<file path="config.mk">
export PLATFORM = sky130hd
export DESIGN_NAME = sram_arbiter
export DESIGN_NICKNAME = d
export VERILOG_FILES = /design/src/rtl/sram_arb_pkg.sv /design/src/rtl/sram_fetch_buf.sv /design/src/rtl/sram_arbiter.sv
export SDC_FILE = /design/constraint.sdc
export NUM_CORES = 1
export LEC_CHECK = 0
export CAP_MARGIN = 20
export CELL_PAD_IN_SITES_DETAIL_PLACEMENT = 0
export CELL_PAD_IN_SITES_GLOBAL_PLACEMENT = 2
export CORE_MARGIN = 2
export CORE_UTILIZATION = 23
export DETAILED_ROUTE_END_ITERATION = 8
export PLACE_DENSITY = 0.82
export REMOVE_ABC_BUFFERS = 1
export SKIP_LAST_GASP = 1
export SLEW_MARGIN = 20
export SYNTH_ARGS = -nofsm -noshare
export SYNTH_HDL_FRONTEND = slang
export SYNTH_SLANG_ARGS = --single-unit
</file>
<file path="constraint.sdc">
create_clock -name clk -period 2.7 [get_ports clk]
set_clock_uncertainty 0.05 [all_clocks]
set_input_delay 0.27 -clock clk [delete_from_list [all_inputs] [get_ports clk]]
set_output_delay 0.27 -clock clk [all_outputs]
set_load 0.005 [all_outputs]
</file>
<file path="src/rtl/sram_arb_pkg.sv">
// sram_arb_pkg: shared types, encodings and byte-order helpers for sram_arbiter.
// Optional feature macro used by the arbiter: SRAM_ARB_FETCH_BUF_EN.
package sram_arb_pkg;

    // Arbiter sequencing states
    typedef enum logic [1:0] {
        ST_IDLE    = 2'd0,
        ST_RUN     = 2'd1,
        ST_RELEASE = 2'd2
    } state_t;

    // Port that owns (or last owned) the SRAM
    typedef enum logic {
        GNT_FETCH = 1'b0,
        GNT_DATA  = 1'b1
    } grant_t;

    // Core-side access size (d_size)
    localparam logic [1:0] SIZE_BYTE = 2'b00;
    localparam logic [1:0] SIZE_HALF = 2'b01;

    // spi_master transfer length (spi_byte_mask)
    localparam logic [1:0] MASK_BYTE = 2'b00;
    localparam logic [1:0] MASK_HALF = 2'b01;
    localparam logic [1:0] MASK_WORD = 2'b10;

    function automatic logic [1:0] size_to_mask(input logic [1:0] size);
        case (size)
            SIZE_BYTE: return MASK_BYTE;
            SIZE_HALF: return MASK_HALF;
            default:   return MASK_WORD;
        endcase
    endfunction

    // Little-endian core word <-> first-byte-in-MSB serial word
    function automatic logic [31:0] bswap32(input logic [31:0] w);
        return {w[7:0], w[15:8], w[23:16], w[31:24]};
    endfunction

    // The first byte shifted in from the SRAM lands in o[31:24]; return it
    // as an LSB-aligned, zero-extended little-endian value.
    function automatic logic [31:0] read_extract(input logic [1:0] mask, input logic [31:0] o);
        case (mask)
            MASK_BYTE: return {24'b0, o[31:24]};
            MASK_HALF: return {16'b0, o[23:16], o[31:24]};
            default:   return bswap32(o);
        endcase
    endfunction

endpackage

</file>
<file path="src/rtl/sram_fetch_buf.sv">
// sram_fetch_buf: single-entry instruction word buffer (tag, data, valid).
// Hits only on word-aligned lookups; an invalidate in the same cycle wins.
module sram_fetch_buf #(
    parameter int ADDR_W = 24
) (
    input  logic              clk,
    input  logic              reset,
    input  logic              lookup_en,
    input  logic [ADDR_W-1:0] lookup_addr,
    input  logic              fill_en,
    input  logic [ADDR_W-3:0] fill_tag,
    input  logic [31:0]       fill_data,
    input  logic              inv_en,
    input  logic [ADDR_W-3:0] inv_first_tag,
    input  logic [ADDR_W-3:0] inv_last_tag,
    output logic              tag_hit,
    output logic              hit,
    output logic [31:0]       rdata
);

    logic              valid_q;
    logic [ADDR_W-3:0] tag_q;
    logic [31:0]       data_q;
    logic              inv_match;

    assign inv_match = inv_en && valid_q &&
                       ((inv_first_tag == tag_q) || (inv_last_tag == tag_q));
    assign tag_hit   = lookup_en && valid_q && (lookup_addr[1:0] == 2'b00) &&
                       (lookup_addr[ADDR_W-1:2] == tag_q);
    assign hit       = tag_hit && !inv_match;
    assign rdata     = data_q;

    // Valid bit: set on fill, cleared by an overlapping write grant
    always_ff @(posedge clk) begin
        // NOTE: sequential state uses non-blocking assignments so every
        // register samples pre-edge values regardless of block ordering.
        if (!reset) begin
            valid_q <= 1'b0;
        end else if (fill_en) begin
            valid_q <= 1'b1;
        end else if (inv_match) begin
            valid_q <= 1'b0;
        end
    end

    // Tag and data storage, written on every aligned fetch completion
    always_ff @(posedge clk) begin
        // NOTE: payload storage has no reset; valid_q alone qualifies it.
        if (fill_en) begin
            tag_q  <= fill_tag;
            data_q <= fill_data;
        end
    end

endmodule

</file>
<file path="src/rtl/sram_arbiter.sv">
// sram_arbiter: shares one SPI SRAM between the fetch and load/store ports,
// one spi_master transaction per grant, with byte-order conversion.
// Define SRAM_ARB_FETCH_BUF_EN to add a single-entry fetch buffer.
module sram_arbiter
    import sram_arb_pkg::*;
#(
    parameter int ADDR_W = 24
) (
    input  logic              clk,
    input  logic              reset,
    input  logic              if_req,
    input  logic [ADDR_W-1:0] if_addr,
    output logic              if_ack,
    output logic [31:0]       if_rdata,
    input  logic              d_req,
    input  logic              d_we,
    input  logic [1:0]        d_size,
    input  logic [ADDR_W-1:0] d_addr,
    input  logic [31:0]       d_wdata,
    output logic              d_ack,
    output logic [31:0]       d_rdata,
    output logic              spi_req,
    output logic [ADDR_W-1:0] spi_addr,
    output logic [31:0]       spi_data_in,
    output logic [1:0]        spi_byte_mask,
    output logic              spi_write,
    input  logic [31:0]       spi_data_out,
    input  logic              spi_busy,
    input  logic              spi_valid
);

    state_t            state_q;
    grant_t            last_grant_q;
    logic              if_ack_q, d_ack_q;
    logic [31:0]       if_rdata_q, d_rdata_q;
    logic              spi_req_q, spi_write_q;
    logic [ADDR_W-1:0] spi_addr_q;
    logic [31:0]       spi_data_in_q;
    logic [1:0]        spi_mask_q;

    logic   if_pend, d_pend, grant_any;
    grant_t grant_sel;

    // A request still high during its own ack cycle is already served.
    assign d_pend = d_req && !d_ack_q;

`ifdef SRAM_ARB_FETCH_BUF_EN
    logic              buf_tag_hit, buf_hit;
    logic [31:0]       buf_rdata;
    logic              buf_lookup, buf_fill, buf_inv;
    logic [1:0]        d_last_off;
    logic [ADDR_W-1:0] d_last_addr;

    // Never look up a fetch that is itself in flight to the SRAM.
    assign buf_lookup  = if_req && !if_ack_q &&
                         !((state_q != ST_IDLE) && (last_grant_q == GNT_FETCH));
    assign buf_fill    = (state_q == ST_RUN) && spi_valid &&
                         (last_grant_q == GNT_FETCH) && (spi_addr_q[1:0] == 2'b00);
    assign buf_inv     = (state_q == ST_IDLE) && grant_any && !spi_busy &&
                         (grant_sel == GNT_DATA) && d_we;
    assign d_last_addr = d_addr + {{(ADDR_W-2){1'b0}}, d_last_off};

    // Offset of the last byte touched by a data write
    always_comb begin
        // NOTE: default first so every path assigns; otherwise a latch is inferred.
        d_last_off = 2'd3;
        case (d_size)
            SIZE_BYTE: d_last_off = 2'd0;
            SIZE_HALF: d_last_off = 2'd1;
            default:   d_last_off = 2'd3;
        endcase
    end

    sram_fetch_buf #(.ADDR_W(ADDR_W)) u_fetch_buf (
        .clk           (clk),
        .reset         (reset),
        .lookup_en     (buf_lookup),
        .lookup_addr   (if_addr),
        .fill_en       (buf_fill),
        .fill_tag      (spi_addr_q[ADDR_W-1:2]),
        .fill_data     (bswap32(spi_data_out)),
        .inv_en        (buf_inv),
        .inv_first_tag (d_addr[ADDR_W-1:2]),
        .inv_last_tag  (d_last_addr[ADDR_W-1:2]),
        .tag_hit       (buf_tag_hit),
        .hit           (buf_hit),
        .rdata         (buf_rdata)
    );

    // Buffer-served fetches are never arbitrated.
    assign if_pend = if_req && !if_ack_q && !buf_tag_hit;
`else
    assign if_pend = if_req && !if_ack_q;
`endif

    assign grant_any = if_pend || d_pend;

    // Data wins ties unless it also won last time and fetch is waiting
    always_comb begin
        grant_sel = GNT_DATA;
        if (if_pend && (!d_pend || (last_grant_q == GNT_DATA))) begin
            grant_sel = GNT_FETCH;
        end
    end

    // Sequencer FSM with registered spi_* and ack/rdata outputs
    always_ff @(posedge clk) begin
        if (!reset) begin
            state_q       <= ST_IDLE;
            last_grant_q  <= GNT_FETCH;
            if_ack_q      <= 1'b0;
            d_ack_q       <= 1'b0;
            if_rdata_q    <= 32'b0;
            d_rdata_q     <= 32'b0;
            spi_req_q     <= 1'b1;
            spi_addr_q    <= '0;
            spi_data_in_q <= 32'b0;
            spi_mask_q    <= MASK_WORD;
            spi_write_q   <= 1'b0;
        end else begin
            if_ack_q <= 1'b0;
            d_ack_q  <= 1'b0;
            case (state_q)
                ST_IDLE: begin
                    spi_req_q <= 1'b1;
                    if (grant_any && !spi_busy) begin
                        last_grant_q <= grant_sel;
                        spi_req_q    <= 1'b0;
                        state_q      <= ST_RUN;
                        if (grant_sel == GNT_FETCH) begin
                            spi_addr_q  <= if_addr;
                            spi_write_q <= 1'b0;
                            spi_mask_q  <= MASK_WORD;
                        end else begin
                            spi_addr_q    <= d_addr;
                            spi_write_q   <= d_we;
                            spi_mask_q    <= size_to_mask(d_size);
                            spi_data_in_q <= bswap32(d_wdata);
                        end
                    end
                end
                ST_RUN: begin
                    if (spi_valid) begin
                        spi_req_q <= 1'b1;
                        state_q   <= ST_RELEASE;
                        if (last_grant_q == GNT_FETCH) begin
                            if_ack_q   <= 1'b1;
                            if_rdata_q <= bswap32(spi_data_out);
                        end else begin
                            d_ack_q <= 1'b1;
                            if (!spi_write_q) begin
                                d_rdata_q <= read_extract(spi_mask_q, spi_data_out);
                            end
                        end
                    end
                end
                ST_RELEASE: begin
                    spi_req_q <= 1'b1;
                    state_q   <= ST_IDLE;
                end
                default: begin
                    spi_req_q <= 1'b1;
                    state_q   <= ST_IDLE;
                end
            endcase
`ifdef SRAM_ARB_FETCH_BUF_EN
            if (buf_hit) begin
                if_ack_q   <= 1'b1;
                if_rdata_q <= buf_rdata;
            end
`endif
        end
    end

    assign if_ack        = if_ack_q;
    assign if_rdata      = if_rdata_q;
    assign d_ack         = d_ack_q;
    assign d_rdata       = d_rdata_q;
    assign spi_req       = spi_req_q;
    assign spi_addr      = spi_addr_q;
    assign spi_data_in   = spi_data_in_q;
    assign spi_byte_mask = spi_mask_q;
    assign spi_write     = spi_write_q;

endmodule

</file>
==> reports/results.tsv, run 1 <==
stage	metric	value	unit
synthesis	Syn. warnings	0	
sta	final setup margin	0.838	ns
floorplanning	Core Region	21000	sq um
synthesis	Synth area leader	dfxtp_1	
clock_network	worst skew pair latency	0.41	ns
placed_design	Final GP Congestion	0.714	
placed_design	IO Port Bufs	246	
critical_path	crit path DAT	1.54	ns
floorplanning	IO Count	247	
synthesis	ys flop type	dfxtp_1	
finish	Final #Nets	948	
finish	Finished Layout Cells	1113	
sta	setup TNS	0	ns
outcome	status	completed	
pwr	Total Power	5.01	mW
finish	commonest non-fill, non-tap cell in the layout	clkdlybuf4s50_1	
global_routing	antenna violations before repair	0	
synthesis	area share of the largest cell type after synthesis	0.526	
critical_path	startpoint types	register	
finish	area added between synthesis and finish	67.6	%
critical_path	FF-to-FF Start	if_ack	
placed_design	Setup WS pre-CTS	0.445	ns
placed_design	hpwl dp	11200	microns
finish	most frequent cells in the layout	clkdlybuf4s50_1 (245), nand2_1 (164), dfxtp_1 (129)	
pwr	Sw Ratio	0.239	
clock_network	CTS tree	built	
min_path	worst min path class	in2reg	
clock_network	number of hold buffers added after CTS	0	
critical_path	Reg2Reg Setup Slack	0.91	ns
min_path	hold path endpoint	if_rdata[5]	
sta	Final Cycle Share	0.690	
floorplanning	Initial Utilization	0.234	
critical_path	crit end category	primary output	
finish	post-layout instance area	8230	sq um
routing	vias per cell	4.37	
global_routing	first-pass GRT wire length	26200	microns
critical_path	type of the worst setup path	reg2out	
synthesis	Post-Syn Area per Cell	8.21	sq um
clock_network	root buf cell	clkbuf_16	
global_routing	all-layer global routing usage	0.150	
sta	Final Max Slew Viols	0	
sta	crit path time final	1.86	ns
synthesis	FFs w/ async S/R, synth	0	
pwr	P_int	3.81	mW
synthesis	Yosys reg bits	129	
sta	Setup violations, final	0	
job	max cap viols	0	
global_routing	largest net degree at the start of global routing	84	
sta	RSZ-0062 raised after global routing	no	
pwr	Clk pwr share	0.463	
placed_design	Inst Count DP	1083	
synthesis	register area share after synthesis	0.526	
finish	Core Util, Final	0.392	
clock_network	post-cts gate resize count	0	
pwr	Power Dens Cells	608	nW/um^2
routing	1st-iter DRT viols	134	
finish	Ant. Diodes	0	
sta	WHS	0.341	ns
synthesis	Post-Syn Instances	598	
min_path	HP Start	reset	
pwr	Comb power frac	0.131	
floorplanning	die area	22500	sq um
routing	Initial DRT Pass Iterations	4	
clock_network	TritonCTS Sinks	129	
min_path	hold path depth	3	
synthesis	Netlist cell types	30	
global_routing	GR Overflow Total	0	
sta	final hold viol count	0	
synthesis	Post-synth EDFFs	0	
critical_path	Worst R2R End	spi_addr[16]	
floorplanning	Die Span Y	150	microns
routing	wire length per cell	15.2	microns
floorplanning	Site Rows	53	
clock_network	CTS clk-pin slew, worst paths	0.06	ns
global_routing	number of global-route vias before repair	4787	
finish	share of layout cells above drive strength 1	0.0632	
pwr	share of total power in sequential cells	0.406	
critical_path	crit path max fanout	17	
routing	vias post-DR	4859	
routing	DRC Markers	0	
pwr	Peak VDD IR	0.341	mV
clock_network	Num CTS Buffers	17	
critical_path	CP Data Required Time	2.38	ns
routing	Post-Route WL	16900	microns
placed_design	Placed Area	7640	sq um
critical_path	worst reg-to-reg path cell count	5	
floorplanning	die span in x	150	microns
clock_network	setup bufs post-CTS	0	
pwr	LEAKAGE	3.08	nW
sta	Max Freq	537	MHz
routing	DRT antenna net count	0	
synthesis	Cell Area, Synth	4910	sq um
synthesis	synth top area cells	dfxtp_1 (53%), nand2_1 (13%), nand3_1 (9.1%)	
sta	worst slew pin tran	0.913	ns
clock_network	H-tree depth	4	
critical_path	crit path launch	spi_byte_mask[1]	
pwr	Psw	1.20	mW
sta	worst rel slew slack	0.391	
clock_network	clock buffer depth	2	
## routing by layer
layer  GRT usage  routed length, microns  up-vias  part of all wire
met1       0.186                    7720     2184              0.46
li1            -                       -     2474                 -
met5           0                       0        -                 0
met4      0.0481                     241        0             0.014
met3      0.0652                    1540       17             0.091
met2       0.234                    7430      184              0.44
## cell usage after synthesis, drive strengths merged (2+ instances only)
cell / instances
a21boi: 66
a21oi: 47
and2: 2
and3: 3
buf: 25
clkbuf: 24
dfxtp: 129
nand2: 164
nand2b: 2
nand3: 89
nor2: 2
nor2b: 3
nor3: 2
o211ai: 2
o21ai: 28
## power by group through the flow
stage / registers [mW] / clock network, mW / logic (mW)
finish: 2.03 / 2.32 / 0.655
global route: 2.04 / 2.47 / 0.720
CTS: 2.03 / 2.40 / 0.668
detailed placement: 2.07 / 0 / 0.664
global placement: 2.07 / 0 / 0.669
floorplan: 2.08 / 0 / 0.177
## how the worst max path moves through the flow
stage                                  end  cells past startpoint
after global placement         spi_addr[8]                      6
after floorplan               last_grant_q                      4
after detailed placement       spi_addr[6]                      6
after CTS                 spi_byte_mask[1]                      2
after global routing           spi_addr[8]                      6
final                     spi_byte_mask[1]                      2
## worst max-delay path, cell delays in order (launching register included)
cell             delay, ns
dfxtp_1               0.34
buf_4                 0.25
clkdlybuf4s50_1       0.54
## sequential cells by signal, summed over array words and instances (netlist names), 2 cells and up
name           flops
spi_addr          24
d_rdata           32
state_q            2
spi_byte_mask      2
spi_data_in       32
if_rdata          32
## logic make-up (layout without fill, tap and decap cells)
family,count (synthesis),in the layout,share of synthesized area
AO/OA/AOI/OAI,147,147,0.189
buffers and inverters,50,290,0.0436
flip-flops,129,129,0.526
AND/OR/NAND/NOR,272,272,0.242
## cell type report
type | instances | area, sq um
Clock buffer | 17 | 425
Clock inverter | 13 | 164
Fill cell | 2191 | 12800
Inverter | 1 | 3.75
Multi-Input combinational cell | 419 | 2130
Sequential cell | 129 | 2580
Tap cell | 275 | 344
Timing Repair Buffer | 259 | 2580
No activity file was read; power rests on OpenSTA's default activity.
==> run 2, diff against run 1 <==
Settings changed: CORE_UTILIZATION 23 to 19, PLACE_DENSITY 0.82 to 0.72.
Clock period 2.7 ns to 1.6 ns, I/O delays scaled along.
==> run 2 against run 1 <==
Against the previous run:
- final cell count is 6.3% higher
- worst setup slack worse by 0.77 ns
- critical path type unchanged
- global-route usage is 1.4 points lower
- sequential share of layout area is 1.0 points lower
- largest cell class is now buffers
- largest power group unchanged
==> reports/results.tsv, run 2 (synthesis gave the netlist of run 1 again) <==
stage	metric	value	unit
clock_network	worst skew pair latency	0.41	ns
critical_path	Crit path max-delay family	buffers and inverters	
min_path	worst min path class	in2reg	
clock_network	setup bufs post-CTS	0	
clock_network	TritonCTS Sinks	129	
floorplanning	die area	27100	sq um
global_routing	routing usage on met1	0.163	
job	max cap viols	0	
floorplanning	Site Rows	58	
finish	Multi-input gate area	2130	sq um
sta	worst rel slew slack	0.776	
clock_network	Num CTS Buffers	17	
global_routing	antenna violations before repair	0	
clock_network	root buf cell	clkbuf_16	
routing	DRC Markers	0	
global_routing	Most Used Layer, Global Route	met2	
critical_path	crit path max fanout	2	
placed_design	hpwl dp	12800	microns
floorplanning	Core Region	25300	sq um
critical_path	crit end category	primary output	
finish	Final #Nets	961	
sta	final hold viol count	0	
critical_path	crit path cell chain	clkdlybuf4s50_1	
critical_path	crit path DAT	1.32	ns
clock_network	clock buffer depth	2	
global_routing	met2 Use GR	0.221	
finish	commonest non-fill, non-tap cell in the layout	clkdlybuf4s50_1	
sta	Final Cycle Share	0.957	
outcome	status	completed	
sta	Final Max Slew Viols	0	
clock_network	number of hold buffers added after CTS	0	
routing	Post-Route WL	18300	microns
routing	vias post-DR	4956	
finish	Core Util, Final	0.337	
critical_path	startpoint types	register	
critical_path	type of the worst setup path	reg2out	
routing	wire length per cell	15.4	microns
routing	1st-iter DRT viols	177	
critical_path	CP Buf/Inv Count	1	
global_routing	first-pass GRT wire length	28200	microns
finish	register area	2580	sq um
sta	worst slew pin tran	0.335	ns
finish	most frequent cells in the layout	clkdlybuf4s50_1 (242), nand2_1 (164), dfxtp_1 (128)	
placed_design	Setup WS pre-CTS	-0.192	ns
floorplanning	IO Count	247	
sta	WHS	0.0921	ns
sta	RSZ-0062 raised after global routing	yes	
placed_design	IO Port Bufs	246	
critical_path	CP Data Required Time	1.39	ns
critical_path	Slowest cell on crit path	clkdlybuf4s50_1	
global_routing	GR Overflow Total	0	
placed_design	Final GP Congestion	0.715	
sta	final setup margin	0.0687	ns
routing	DRT antenna net count	0	
sta	Max Freq	653	MHz
global_routing	largest net degree at the start of global routing	46	
finish	area added between synthesis and finish	73.2	%
finish	post-layout instance area	8510	sq um
global_routing	all-layer global routing usage	0.136	
pwr	LEAKAGE	3.20	nW
critical_path	max incr delay on CP	0.53	ns
floorplanning	Die Span Y	165	microns
finish	# fillers	2697	
clock_network	CTS tree	built	
floorplanning	die span in x	165	microns
global_routing	number of global-route vias before repair	5032	
routing	vias per cell	4.19	
placed_design	Placed Area	7920	sq um
clock_network	CTS clk-pin slew, worst paths	0.06	ns
sta	Setup violations, final	0	
pwr	Power Dens Cells	998	nW/um^2
finish	Ant. Diodes	0	
finish	share of layout cells above drive strength 1	0.0797	
floorplanning	Initial Utilization	0.194	
critical_path	Reg2Reg Setup Slack	0.11	ns
clock_network	H-tree depth	4	
global_routing	GR Util met3	0.0605	
routing	Initial DRT Pass Iterations	4	
sta	crit path time final	1.53	ns
pwr	Peak VDD IR	0.544	mV
==> run 2: cell types whose count changed in the layout (fill, tap and decap cells not counted), sizes merged <==
cell | before | now
dlygate4sd2 | 0 | 2
bufinv | 3 | 2
clkbuf | 17 | 20
clkinv | 7 | 5
clkdlybuf4s50 | 245 | 242
clkinvlp | 2 | 4
buf | 14 | 27
dlymetal6s2s | 0 | 1
==> run 2: through the flow <==
step	cells	power [mW]	TNS, ns
after floorplan	549	3.81	-41.99
after global placement	1151	4.72	-9.63
final	1183	8.49	0
after detailed placement	1151	4.72	-13.95
after global routing	1183	8.90	-0.0651
after CTS	1183	8.68	0
==> run 2: worst register-to-register path, stage by stage (launching register included) <==
cell and delay [ns]:
dfxtp_1 0.33, nor3_2 0.27, a21boi_2 0.33, buf_12 0.20
o21ai_0 0.09, a31oi_1 0.15
==> run 2: cell type report <==
cell class,count,area share
well taps,330,0.0485
inverters,1,0.000441
flip-flops and latches,129,0.304
clock inverters,12,0.0159
clock buffers,20,0.0525
repair buffers,272,0.328
multi-input cells,419,0.251
==> run 2: layer usage <==
layer / routed length [microns] / up-vias
met5: 0 / -
met4: 229 / 0
met3: 1850 / 14
met2: 8180 / 188
met1: 8010 / 2248
li1: - / 2506
==> run 2: report_power, final <==
part           internal (mW)  switching, mW
Sequential              3.36         0.0728
Clock                   2.34           1.53
Combinational          0.697          0.493
==> run 2: worst paths after layout <==
kind	from	cells past startpoint	to
setup / recovery	spi_data_in[23]	1	spi_data_in[23]
hold / removal	reset	2	d_rdata[14]
setup reg to reg	state_q[0]	5	spi_addr[22]
hold reg to reg	spi_data_in[3]	2	spi_data_in[3]
==> run 2: timing repair <==
item | in CTS | in global routing
cloned | 0 | 0
pin swaps | 0 | 0
endpoints found under the setup margin | 2 | 51
gates resized for setup | 2 | 3
